### src/rtl/prefetch_queue_ctrl_pkg.sv
// Shared definitions for the t8086 instruction prefetch controller:
// FSM encodings, reset defaults, queue entry layout and address helper.
package prefetch_queue_ctrl_pkg;

    typedef enum logic [2:0] {
        PQ_RESET,
        PQ_FETCH,
        PQ_FULL,
        PQ_HOLD,
        PQ_FLUSH
    } pq_state_t;

    localparam logic [15:0] PQ_RESET_CS = 16'hFFFF;
    localparam logic [15:0] PQ_RESET_IP = 16'h0000;

    typedef struct packed {
        logic [15:0] ip;
        logic [7:0]  data;
    } pq_entry_t;

    // Real-mode segment:offset translation, wrapping at 1 MiB.
    function automatic logic [19:0] phys_addr(input logic [15:0] seg, input logic [15:0] off);
        return {seg, 4'b0000} + {4'b0000, off};
    endfunction

endpackage

### src/rtl/pq_fifo.sv
// Circular buffer of {ip,byte} entries for the prefetch queue.
// Clear wins over push/pop; pointers wrap mod DEPTH.
import prefetch_queue_ctrl_pkg::*;

module pq_fifo #(
    parameter int DEPTH = 6
) (
    input  logic       clk,
    input  logic       rst,
    input  logic       clear,
    input  logic       push,
    input  pq_entry_t  push_data,
    input  logic       pop,
    output pq_entry_t  head,
    output logic [3:0] count
);

    localparam int PW = (DEPTH > 1) ? $clog2(DEPTH) : 1;

    pq_entry_t         mem [DEPTH];
    logic [PW-1:0]     rd_ptr;
    logic [PW-1:0]     wr_ptr;
    logic              do_push;
    logic              do_pop;

    function automatic logic [PW-1:0] bump(input logic [PW-1:0] p);
        return (p == PW'(DEPTH - 1)) ? '0 : p + PW'(1);
    endfunction

    assign do_pop  = pop & (count != 4'd0) & ~clear;
    assign do_push = push & ((count < 4'(DEPTH)) | do_pop) & ~clear;
    assign head    = mem[rd_ptr];

    always_ff @(posedge clk or negedge rst) begin
        if (!rst) begin
            rd_ptr <= '0;
            wr_ptr <= '0;
            count  <= 4'd0;
        end else if (clear) begin
            rd_ptr <= '0;
            wr_ptr <= '0;
            count  <= 4'd0;
        end else begin
            if (do_push) wr_ptr <= bump(wr_ptr);
            if (do_pop)  rd_ptr <= bump(rd_ptr);
            count <= count + {3'b000, do_push} - {3'b000, do_pop};
        end
    end

    always_ff @(posedge clk) begin
        if (do_push) mem[wr_ptr] <= push_data;
    end

endmodule

### src/rtl/prefetch_queue_ctrl.sv
// Instruction prefetch controller: issues byte reads from ROM into a small
// queue, tracks per-byte IP, and handles branch flush and bus hold.
import prefetch_queue_ctrl_pkg::*;

module prefetch_queue_ctrl #(
    parameter int          DEPTH    = 6,
    parameter logic [15:0] RESET_CS = PQ_RESET_CS,
    parameter logic [15:0] RESET_IP = PQ_RESET_IP
) (
    input  logic        clk,
    input  logic        rst,
    input  logic        hold,
    input  logic        flush,
    input  logic [15:0] flush_cs,
    input  logic [15:0] flush_ip,
    input  logic        q_pop,
    output logic        q_valid,
    output logic [7:0]  q_data,
    output logic [15:0] q_ip,
    output logic [3:0]  q_count,
    output logic        rom_en,
    output logic [19:0] rom_addr,
    input  logic [7:0]  rom_data
);

    pq_state_t   state, state_nxt;
    logic [15:0] cs_q;
    logic [15:0] fetch_ip_q;
    logic [15:0] head_ip_q;
    logic [15:0] issue_ip_q;
    logic        inflight_q;
    logic        discard_q;
    logic        inflight_eff;
    logic        push_eff;
    logic        pop_eff;
    logic [4:0]  occ_now;
    logic [4:0]  occ_after;
    logic        has_room;
    pq_entry_t   head;

    assign q_valid      = (q_count != 4'd0);
    assign inflight_eff = inflight_q & ~discard_q;
    assign push_eff     = inflight_eff & ~flush;
    assign pop_eff      = q_pop & q_valid & ~flush;

    // Occupancy counts the byte on its way back and credits this cycle's pop,
    // so a pop at full restarts issue in the same cycle.
    assign occ_now   = {1'b0, q_count} + {4'b0, inflight_eff} - {4'b0, pop_eff};
    assign has_room  = occ_now < 5'(DEPTH);
    assign occ_after = occ_now + {4'b0, rom_en};

    assign rom_en   = (state != PQ_RESET) & ~hold & ~flush & has_room;
    assign rom_addr = phys_addr(cs_q, fetch_ip_q);

    assign q_data = q_valid ? head.data : 8'h00;
    assign q_ip   = q_valid ? head.ip   : head_ip_q;

    pq_fifo #(.DEPTH(DEPTH)) u_fifo (
        .clk       (clk),
        .rst       (rst),
        .clear     (flush),
        .push      (push_eff),
        .push_data ('{ip: issue_ip_q, data: rom_data}),
        .pop       (pop_eff),
        .head      (head),
        .count     (q_count)
    );

    always_ff @(posedge clk or negedge rst) begin
        if (!rst) begin
            state      <= PQ_RESET;
            cs_q       <= RESET_CS;
            fetch_ip_q <= RESET_IP;
            head_ip_q  <= RESET_IP;
            issue_ip_q <= RESET_IP;
            inflight_q <= 1'b0;
            discard_q  <= 1'b0;
        end else begin
            state <= state_nxt;
            if (flush) begin
                cs_q       <= flush_cs;
                fetch_ip_q <= flush_ip;
                head_ip_q  <= flush_ip;
                inflight_q <= 1'b0;
                discard_q  <= 1'b1;
            end else begin
                inflight_q <= rom_en;
                discard_q  <= 1'b0;
                if (rom_en) begin
                    issue_ip_q <= fetch_ip_q;
                    fetch_ip_q <= fetch_ip_q + 16'd1;
                end
                if (pop_eff) head_ip_q <= head.ip + 16'd1;
            end
        end
    end

    always_comb begin
        state_nxt = state;
        if (flush)                          state_nxt = PQ_FLUSH;
        else if (state == PQ_RESET)         state_nxt = PQ_FETCH;
        else if (hold)                      state_nxt = PQ_HOLD;
        else if (occ_after >= 5'(DEPTH))    state_nxt = PQ_FULL;
        else                                state_nxt = PQ_FETCH;
    end

endmodule

### config.mk
export PLATFORM = sky130hd
export DESIGN_NAME = prefetch_queue_ctrl
export DESIGN_NICKNAME = d
export VERILOG_FILES = /design/src/rtl/prefetch_queue_ctrl_pkg.sv /design/src/rtl/pq_fifo.sv /design/src/rtl/prefetch_queue_ctrl.sv
export SDC_FILE = /design/constraint.sdc
export NUM_CORES = 1
export LEC_CHECK = 0
export CAP_MARGIN = 20
export CORE_MARGIN = 1
export CORE_UTILIZATION = 35
export CTS_BUF_LIST = sky130_fd_sc_hd__clkbuf_8
export DETAILED_ROUTE_END_ITERATION = 10
export PLACE_DENSITY = 0.64
export SLEW_MARGIN = 40
export SYNTH_ARGS = -nofsm -noshare
export SYNTH_HDL_FRONTEND = slang
export SYNTH_HIERARCHICAL = 1
export SYNTH_SLANG_ARGS = --single-unit
### constraint.sdc
create_clock -name clk -period 9.7 [get_ports clk]
set_input_delay 2.425 -clock clk [delete_from_list [all_inputs] [get_ports clk]]
set_output_delay 2.425 -clock clk [all_outputs]
set_load 0.02 [all_outputs]
# Yosys cells after proc, flatten, opt, wreduce, memory -nomap -nowiden
# Memories as Yosys holds them, arrays and structs flattened.
# Cells that the tools add are included.
# word_totals
reg_bits,79
latch_bits,0
ram_bits,144
romBits,0
input_bits,45
out_inout_bits,50
wordCells,70
mem_count,1
# classes
n_addsub,10
mul,0
div,0
order_cmp,3
eq_ne,2
n_shift,0
mux,21
bitwise_logic,15
n_reduce_logical,8
# memory_table
memory,depth,width,read_ports,rd_ports_with_merged_regs,wr,line_no,source
u_fifo.mem,6,24,1,0,1,pq_fifo.sv:20,pq_entry_t mem [DEPTH];
# ops
operator,count
16-bit 2-to-1 mux,5
16-bit by 1-bit adder with 16-bit output (second input constant),2
3-bit 2-to-1 mux,7
20-bit by 16-bit adder with 20-bit output,1
1-bit bitwise AND,11
8-bit 2-to-1 mux,1
2-bit nonzero test,4
3-bit by 1-bit adder with 3-bit output (second input constant),2
3-bit == test (second input constant),2
2-bit 2-to-1 mux,3
4-bit by 1-bit adder with 5-bit output,1
5-bit by 1-bit adder with 5-bit output,1
5-bit by 3-bit >= comparator with 1-bit output (second input constant),1
5-bit by 3-bit < comparator with 1-bit output (second input constant),1
5-bit by 1-bit subtractor with 5-bit output,1
4-bit by 1-bit adder with 4-bit output,1
4-bit by 3-bit < comparator with 1-bit output (second input constant),1
1-bit 2-to-1 mux,4
4-bit 2-to-1 mux,1
4-bit nonzero test,1
4-bit by 1-bit subtractor with 4-bit output,1
3-bit logical NOT,1
1-bit inverter,3
3-bit nonzero test,1
other kinds (2),2

# Logic depth before layout (Yosys ltp)
# Gate-level depths: netlist of the first run.
# logic_depth
word_depth,12
depth_mapped,29
mapped_depth_nobuf,24

# Hierarchy
# The synthesis of the first run kept the hierarchy.
# modules_own_cells
mod,instances,cells_each,area_per_inst_um2,seq_area_each_um2
pq_fifo,1,323,6038.3,4574.4
prefetch_queue_ctrl,1,457,4434.3,1721.7

# Worst setup path before layout of the first run
# OpenSTA, ideal clock, no wires.
# synth_path
path_type,in2out
start,in flush
end,out rom_en
arrival_time_ns,5.152
required_ns,7.275
path_slack_ns,2.123
stages,16
path_buffers,3
path_cell_list,buf_2 > inv_1 > nand2_1 > inv_1 > ha_1 > inv_1 > ha_1 > fa_1 > and3b_1 > or4_4 > nand4_2 > nand2b_4 > nand2b_4 > buf_6 > buf_12 > inv_2
# synth_via
elab_chain_len,5
elab_cells_between_ends,6
classes_between,add/sub (1); order compare (1); bitwise (4)
# synth_lines
item,line_no,source
"start, declared",prefetch_queue_ctrl.sv:13,"input logic flush,"
1-bit inverter (no source line),--,
1-bit bitwise AND,prefetch_queue_ctrl.sv:44,assign pop_eff = q_pop & q_valid & ~flush;
named net pop_eff,prefetch_queue_ctrl.sv:35,logic pop_eff;
5-bit by 1-bit subtractor with 5-bit output,prefetch_queue_ctrl.sv:48,"assign occ_now = {1'b0, q_count} + {4'b0, inflight_eff} - {4'b0, pop_eff};"
5-bit by 3-bit < comparator with 1-bit output,prefetch_queue_ctrl.sv:49,assign has_room = occ_now < 5'(DEPTH);
1-bit bitwise AND,prefetch_queue_ctrl.sv:52,assign rom_en = (state != PQ_RESET) & ~hold & ~flush & has_room;
"end, declared",prefetch_queue_ctrl.sv:21,"output logic rom_en,"
# The timed path passes the listed nets, and every way through them passes these cells.

# Worst setup path in the final report of the first run
# layout_path
start,in q_pop
end,out rom_en
# layout_via
elab_chain_len,5
# layout_lines
item,line_no,source
"start, declared",prefetch_queue_ctrl.sv:16,"input logic q_pop,"
1-bit bitwise AND (2 in series),prefetch_queue_ctrl.sv:44,
named net pop_eff,prefetch_queue_ctrl.sv:35,
5-bit by 1-bit subtractor with 5-bit output,prefetch_queue_ctrl.sv:48,
5-bit by 3-bit < comparator with 1-bit output,prefetch_queue_ctrl.sv:49,
1-bit bitwise AND,prefetch_queue_ctrl.sv:52,
# The timed path passes the listed nets, and every way through them passes these cells.

==> metrics.md, run 1 <==
| Metric | Value |
|---|---|
| Clock Latency Late Sink | 0.53 ns |
| CP max-delay cell | clkdlybuf4s50_1 |
| All-Layer GR Usage | 15.6% |
| Synth Warn # | 6 |
| Clock-pin slew on the worst setup and hold paths | 0.06 ns |
| Hold buffers post-CTS | 0 |
| Final hold slack | 0.545 ns |
| Pre-CTS setup slack | 0.836 ns |
| DRT Pass-1 Iters | 4 |
| Num CTS Buffers | 38 |
| Maximum clock rate | 112 MHz |
| Proportion of layout cells with a drive suffix above 1 | 17.7% |
| CP Class | input pin to output port |
| Largest stage delay, worst path | 0.66 ns |
| Residual DRC | 0 |
| Hold Path Stages | 2 |
| Mapped Cells | 780 |
| DRT antenna net count | 0 |
| Routed WL | 23.1 mm |
| Vias per inst | 5.02 |
| Row Count | 62 |
| Peak VDD IR | 0.000115 V |
| Die Width | 175 um |
| P&R area growth vs syn | 20.0% |
| Post-synth EDFFs | 144 |
| #FFs+latches synth | 222 |
| Outcome | completed |
| CP Data Arrival Time | 6.49 ns |
| Crit. End Element | output port |
| WP depth | 16 |
| Critical Path Start Type | input pin |
| CP delay by family, top | buffers and inverters |
| Mean Syn Cell Area | 13.4 um^2 |
| Setup TNS | 0 ns |
| Yosys top cell by area | edfxtp_1 |
| Post-CTS resize count | 0 |
| Asr flop ratio synth | 35.1% |
| Via count | 6527 |
| Crit path time final | 8.92 ns |
| TritonCTS clock tree | built |
| Endpoints failing setup | 0 |
| Nets | 963 |
| Buffers added on ports | 94 |
| Chip height | 175 um |
| CP cell instances | clkdlybuf4s50_1 -> and2_1 -> nand2_1 -> inv_1 -> ha_1 -> inv_1 -> ha_1 -> fa_1 -> and3b_1 -> o31ai_1 -> nand4_2 -> buf_4 -> nand2b_4 -> nand2b_4 -> inv_2 -> clkdlybuf4s50_1 |
| Max Slew Vio Count | 0 |
| Core area | 0.0291 mm^2 |
| Worst relative slew slack | 49.1% |
| Synth top cells by count | edfxtp_1, dfrtp_1, nor2_1, a21oi_1, nand2_1 |
| CTS Sinks | 222 |
| Global route overflow | 0 |
| Mapped Area | 0.0105 mm^2 |
| Ranking of synthesized cells by area | edfxtp_1, dfrtp_1, mux4_2, dfstp_2, mux2_2 |
| DR WL/cell | 17.8 um |
| Critical Path RT | 7.28 ns |
| I/O pins | 95 |
| Max Root-Sink Buffers | 3 |
| 1st-iter DRT viols | 365 |
| Initial Utilization | 36.0% |
| Detailed Place HPWL | 15.1 mm |
| Max Cap Viol | 0 |
| GP Congestion | 0.831 |
| Pwr dens | 182 mW/mm^2 |
| Setup Skew | 0.0133 ns |
| Number of global-route vias before repair | 6737 |
| Largest net degree at the start of global routing | 79 |
| Final Worst Setup Slack | 0.780 ns |
| Root buf cell | clkbuf_8 |
| H-tree level count | 2 |
| # diodes | 0 |
| Fin. Hold Viols | 0 |
| Crit-path max FO | 18 |
| Buf+Inv Stages, Crit Path | 6 |
| Reg2Reg Depth | 23 |
| # fillers | 2665 |
| Fin crit share | 92.0% |
| First-pass GRT wire length | 37.1 mm |
| Setup repair bufs after CTS | 0 |
| Initial antenna violation count | 0 |
| Yosys cell types | 62 |
| Sequential share of the synthesized area | 60.1% |
| Pleak | 4.55 nW |
| Synthesized Nets | 856 |
| Top FF cell, synth | edfxtp_1 |
| Synth top area share | 41.3% |
| Count leader, synth | edfxtp_1 |
| RSZ-0062 raised after global routing | false |
| Hold crit path type | register to register |
| Worst Tran Pin Value | 0.764 ns |
| Total die area | 0.0306 mm^2 |
cells by family after synthesis:
group,count (synthesis),share of synthesized area [%]
buf+inv,68,3.02
compound gates,122,6.64
xor+xnor,44,3.68
fa+ha+maj,31,3.92
mux,96,12.6
flops,222,60.1
simple gates,197,10.0
path summary, 6_finish.rpt:
check                                      from  slack [ns]          endpoint
worst min register to register          cs_q[1]        0.55           cs_q[1]
worst max-delay path                      q_pop        0.78            rom_en
max in group asynchronous                   rst        7.21  u_fifo/rd_ptr[0]
worst max register to register  u_fifo/count[3]        3.75          state[0]
min in group asynchronous                   rst        1.94     fetch_ip_q[7]
worst min-delay path                    cs_q[1]        0.55           cs_q[1]
per-stage QoR:
step | cell area (um^2) | util (%) | std cells | power [mW]
floorplan | 10500 | - | 780 | 1.33
global placement | 11800 | 40.5 | 1230 | 1.47
detailed placement | 11800 | 40.6 | 1231 | 1.48
CTS | 12600 | 43.2 | 1299 | 2.32
global route | 12600 | 43.2 | 1299 | 2.39
finish | 12600 | 43.2 | 1299 | 2.29
placed cells by master (no fill, tap or decap), types with 9 or more instances in the layout:
master / n
edfxtp_1: 144
xnor2_1: 26
mux2_2: 37
xor2_1: 18
clkbuf_8: 46
a21oi_1: 52
nand2_1: 43
mux4_2: 24
nand3_1: 15
and2_1: 13
buf_4: 9
o21ai_0: 38
clkdlybuf4s50_1: 92
dfstp_2: 16
ha_1: 28
mux2i_1: 27
inv_1: 41
nor2_1: 57
dfrtp_1: 61
per-layer routing:
layer  part of all wire (%)  up-vias  wire [um]  track usage (%)
met5                      0        -          0                0
met4                    1.7        0        397             4.35
met3                    5.6       38       1290             3.37
met2                     47      188      10800             25.4
met1                     46     3197      10600             21.0
li1                       -     3104          -                -
sequential cells by signal (all words and copies together) (netlist names):
register / count
u_fifo/count: 4
cs_q: 16
u_fifo/rd_ptr: 3
state: 2
discard_q: 1
fetch_ip_q: 16
u_fifo/mem: 144
u_fifo/wr_ptr: 3
issue_ip_q: 16
head_ip_q: 16
inflight_q: 1
power breakdown:
group	internal, mW	total, mW	leakage [nW]	switching (mW)
sequential	1.09	1.16	2.23	0.0663
clock	0.457	0.828	0.433	0.370
combinational	0.147	0.303	1.89	0.155
worst min-delay path, stage by stage, from the launching register on:
cell and delay [ns]:
dfstp_2 0.37, inv_1 0.08, o21ai_0 0.09
final cells by class:
class | instances | area (um^2) | area share, %
Timing Repair Buffer | 105 | 1030 | 8.20
Tap cell | 384 | 480 | 3.82
Multi-Input combinational cell | 490 | 3890 | 30.9
Clock inverter | 22 | 124 | 0.986
Inverter | 30 | 113 | 0.896
Clock buffer | 46 | 633 | 5.04
Sequential cell | 222 | 6300 | 50.1
(Power assumes the default switching activity.)
==> inputs of run 2 (changes only) <==
- CAP_MARGIN: 20 -> 5
==> results of run 2 <==
Final layout, timing and power as in run 1 (identical DEF).
==> inputs of run 3 (changes only) <==
- PLACE_DENSITY: 0.64 -> default
- PLACE_DENSITY_LB_ADDON: default -> 0.2
==> metrics.md, run 3 (synthesis results as in run 1) <==
| Metric | Value |
|---|---|
| Fin crit share | 91.3% |
| Clock Latency Late Sink | 0.56 ns |
| Post-CTS resize count | 0 |
| I/O pins | 95 |
| Nets | 966 |
| Commonest non-fill, non-tap cells in the layout | edfxtp_1, clkdlybuf4s50_1, dfrtp_1 |
| Worst relative slew slack | 46.1% |
| Critical Path Start Type | input pin |
| Detailed Place HPWL | 16.2 mm |
| Largest net degree at the start of global routing | 76 |
| Root buf cell | clkbuf_8 |
| H-tree level count | 2 |
| DRT antenna net count | 0 |
| Reg2reg start | u_fifo/count[3] |
| Placed Area | 0.0118 mm^2 |
| Pwr dens | 182 mW/mm^2 |
| Final Worst Setup Slack | 0.845 ns |
| Max Cap Viol | 0 |
| Crit path time final | 8.85 ns |
| Crit. End Element | output port |
| All-Layer GR Usage | 16.7% |
| DR WL/cell | 18.7 um |
| Global route overflow | 0 |
| Total die area | 0.0306 mm^2 |
| Initial Utilization | 36.0% |
| Chip height | 175 um |
| RSZ-0062 raised after global routing | false |
| Final instance area | 0.0126 mm^2 |
| Hold buffers post-CTS | 0 |
| Proportion of layout cells with a drive suffix above 1 | 17.9% |
| Buffers added on ports | 94 |
| 1st-iter DRT viols | 322 |
| Maximum clock rate | 113 MHz |
| Final core occ | 43.3% |
| Max Slew Vio Count | 0 |
| # diodes | 0 |
| Setup Skew | 0.0350 ns |
| Outcome | completed |
| P&R area growth vs syn | 20.3% |
| Fin. Hold Viols | 0 |
| Setup TNS | 0 ns |
| Critical Path RT | 7.28 ns |
| Residual DRC | 0 |
| DRT Pass-1 Iters | 5 |
| Peak VDD IR | 0.0000778 V |
| GP Congestion | 0.813 |
| Row Count | 62 |
| Routed WL | 24.4 mm |
| Met2 wire len | 11.2 mm |
| Clock-pin slew on the worst setup and hold paths | 0.06 ns |
| Hold crit path type | register to register |
| Core area | 0.0291 mm^2 |
| Via count | 6550 |
| Largest Register | u_fifo/mem |
| CP Class | input pin to output port |
| Most common cell after layout, fill and taps aside | edfxtp_1 |
| Post-route met1 wirelength | 11.7 mm |
| Max FFs per register | 144 |
| Uppermost layer routed | met4 |
| CP Data Arrival Time | 6.43 ns |
| Routed wl met3 | 1.12 mm |
| Crit-path max FO | 18 |
| Worst Setup SP | q_pop |
| Worst hold start | head_ip_q[7] |
| First-pass GRT wire length | 39.2 mm |
| Pleak | 4.57 nW |
| CTS Sinks | 222 |
| Die Width | 175 um |
| Pre-CTS setup slack | 0.855 ns |
| Worst Tran Pin Value | 0.797 ns |
| Setup repair bufs after CTS | 0 |
| TritonCTS clock tree | built |
| Num CTS Buffers | 41 |
| Number of global-route vias before repair | 6937 |
| Initial antenna violation count | 0 |
| Vias per inst | 5.02 |
| Endpoints failing setup | 0 |
| Max Root-Sink Buffers | 3 |
==> run 3: report_power, final <==
part	switching [mW]	total (mW)	internal [mW]
clock network	0.390	0.829	0.439
registers	0.0650	1.16	1.09
logic	0.157	0.304	0.148
total	0.612	2.29	1.68
==> run 3: final timing paths <==
path | end | slack, ns | cells after the start
worst max-delay path | rom_en | 0.85 | 16
worst min-delay path | head_ip_q[7] | 0.55 | 2
worst max register to register | state[0] | 3.66 | 24
worst min register to register | head_ip_q[7] | 0.55 | 2
max in group asynchronous | u_fifo/rd_ptr[0] | 7.05 | 2
min in group asynchronous | cs_q[1] | 1.94 | 1
==> run 3: layout make-up <==
type | count | area, um^2
fillers | 2769 | 16500
well taps | 384 | 480
clock inverters | 28 | 139
clock buffers | 46 | 633
multi-input cells | 490 | 3890
repair buffers | 105 | 1040
inverters | 30 | 113
flip-flops and latches | 222 | 6300
==> run 3: critical path, cell delays in order <==
cell             delay (ns)
clkdlybuf4s50_1        0.54
and2_1                 0.28
nand2_1                0.14
inv_1                  0.15
ha_1                   0.15
inv_1                  0.04
ha_1                   0.19
fa_1                   0.39
and3b_1                0.22
or4_4                  0.49
nand4_2                0.10
buf_4                  0.20
nand2b_4               0.17
nand2b_4               0.28
inv_2                  0.11
clkdlybuf4s50_1        0.55
==> run 3: stage by stage <==
step / cells / total power [mW] / hold WS, ns
6_report: 1305 / 2.29 / 0.555
5_1_grt: 1305 / 2.40 / 0.589
4_1_cts: 1305 / 2.33 / 0.562
3_5_place_dp: 1231 / 1.49 / 0.552
3_3_place_gp: 1230 / 1.48 / 0.535
2_1_floorplan: 780 / 1.33 / 0.503
==> run 3: routing by layer <==
layer  vias up  track usage, %
li1       3102               -
met1      3267            24.0
met2       148            26.0
met3        33            2.94
met4         0            4.38
met5         -               0
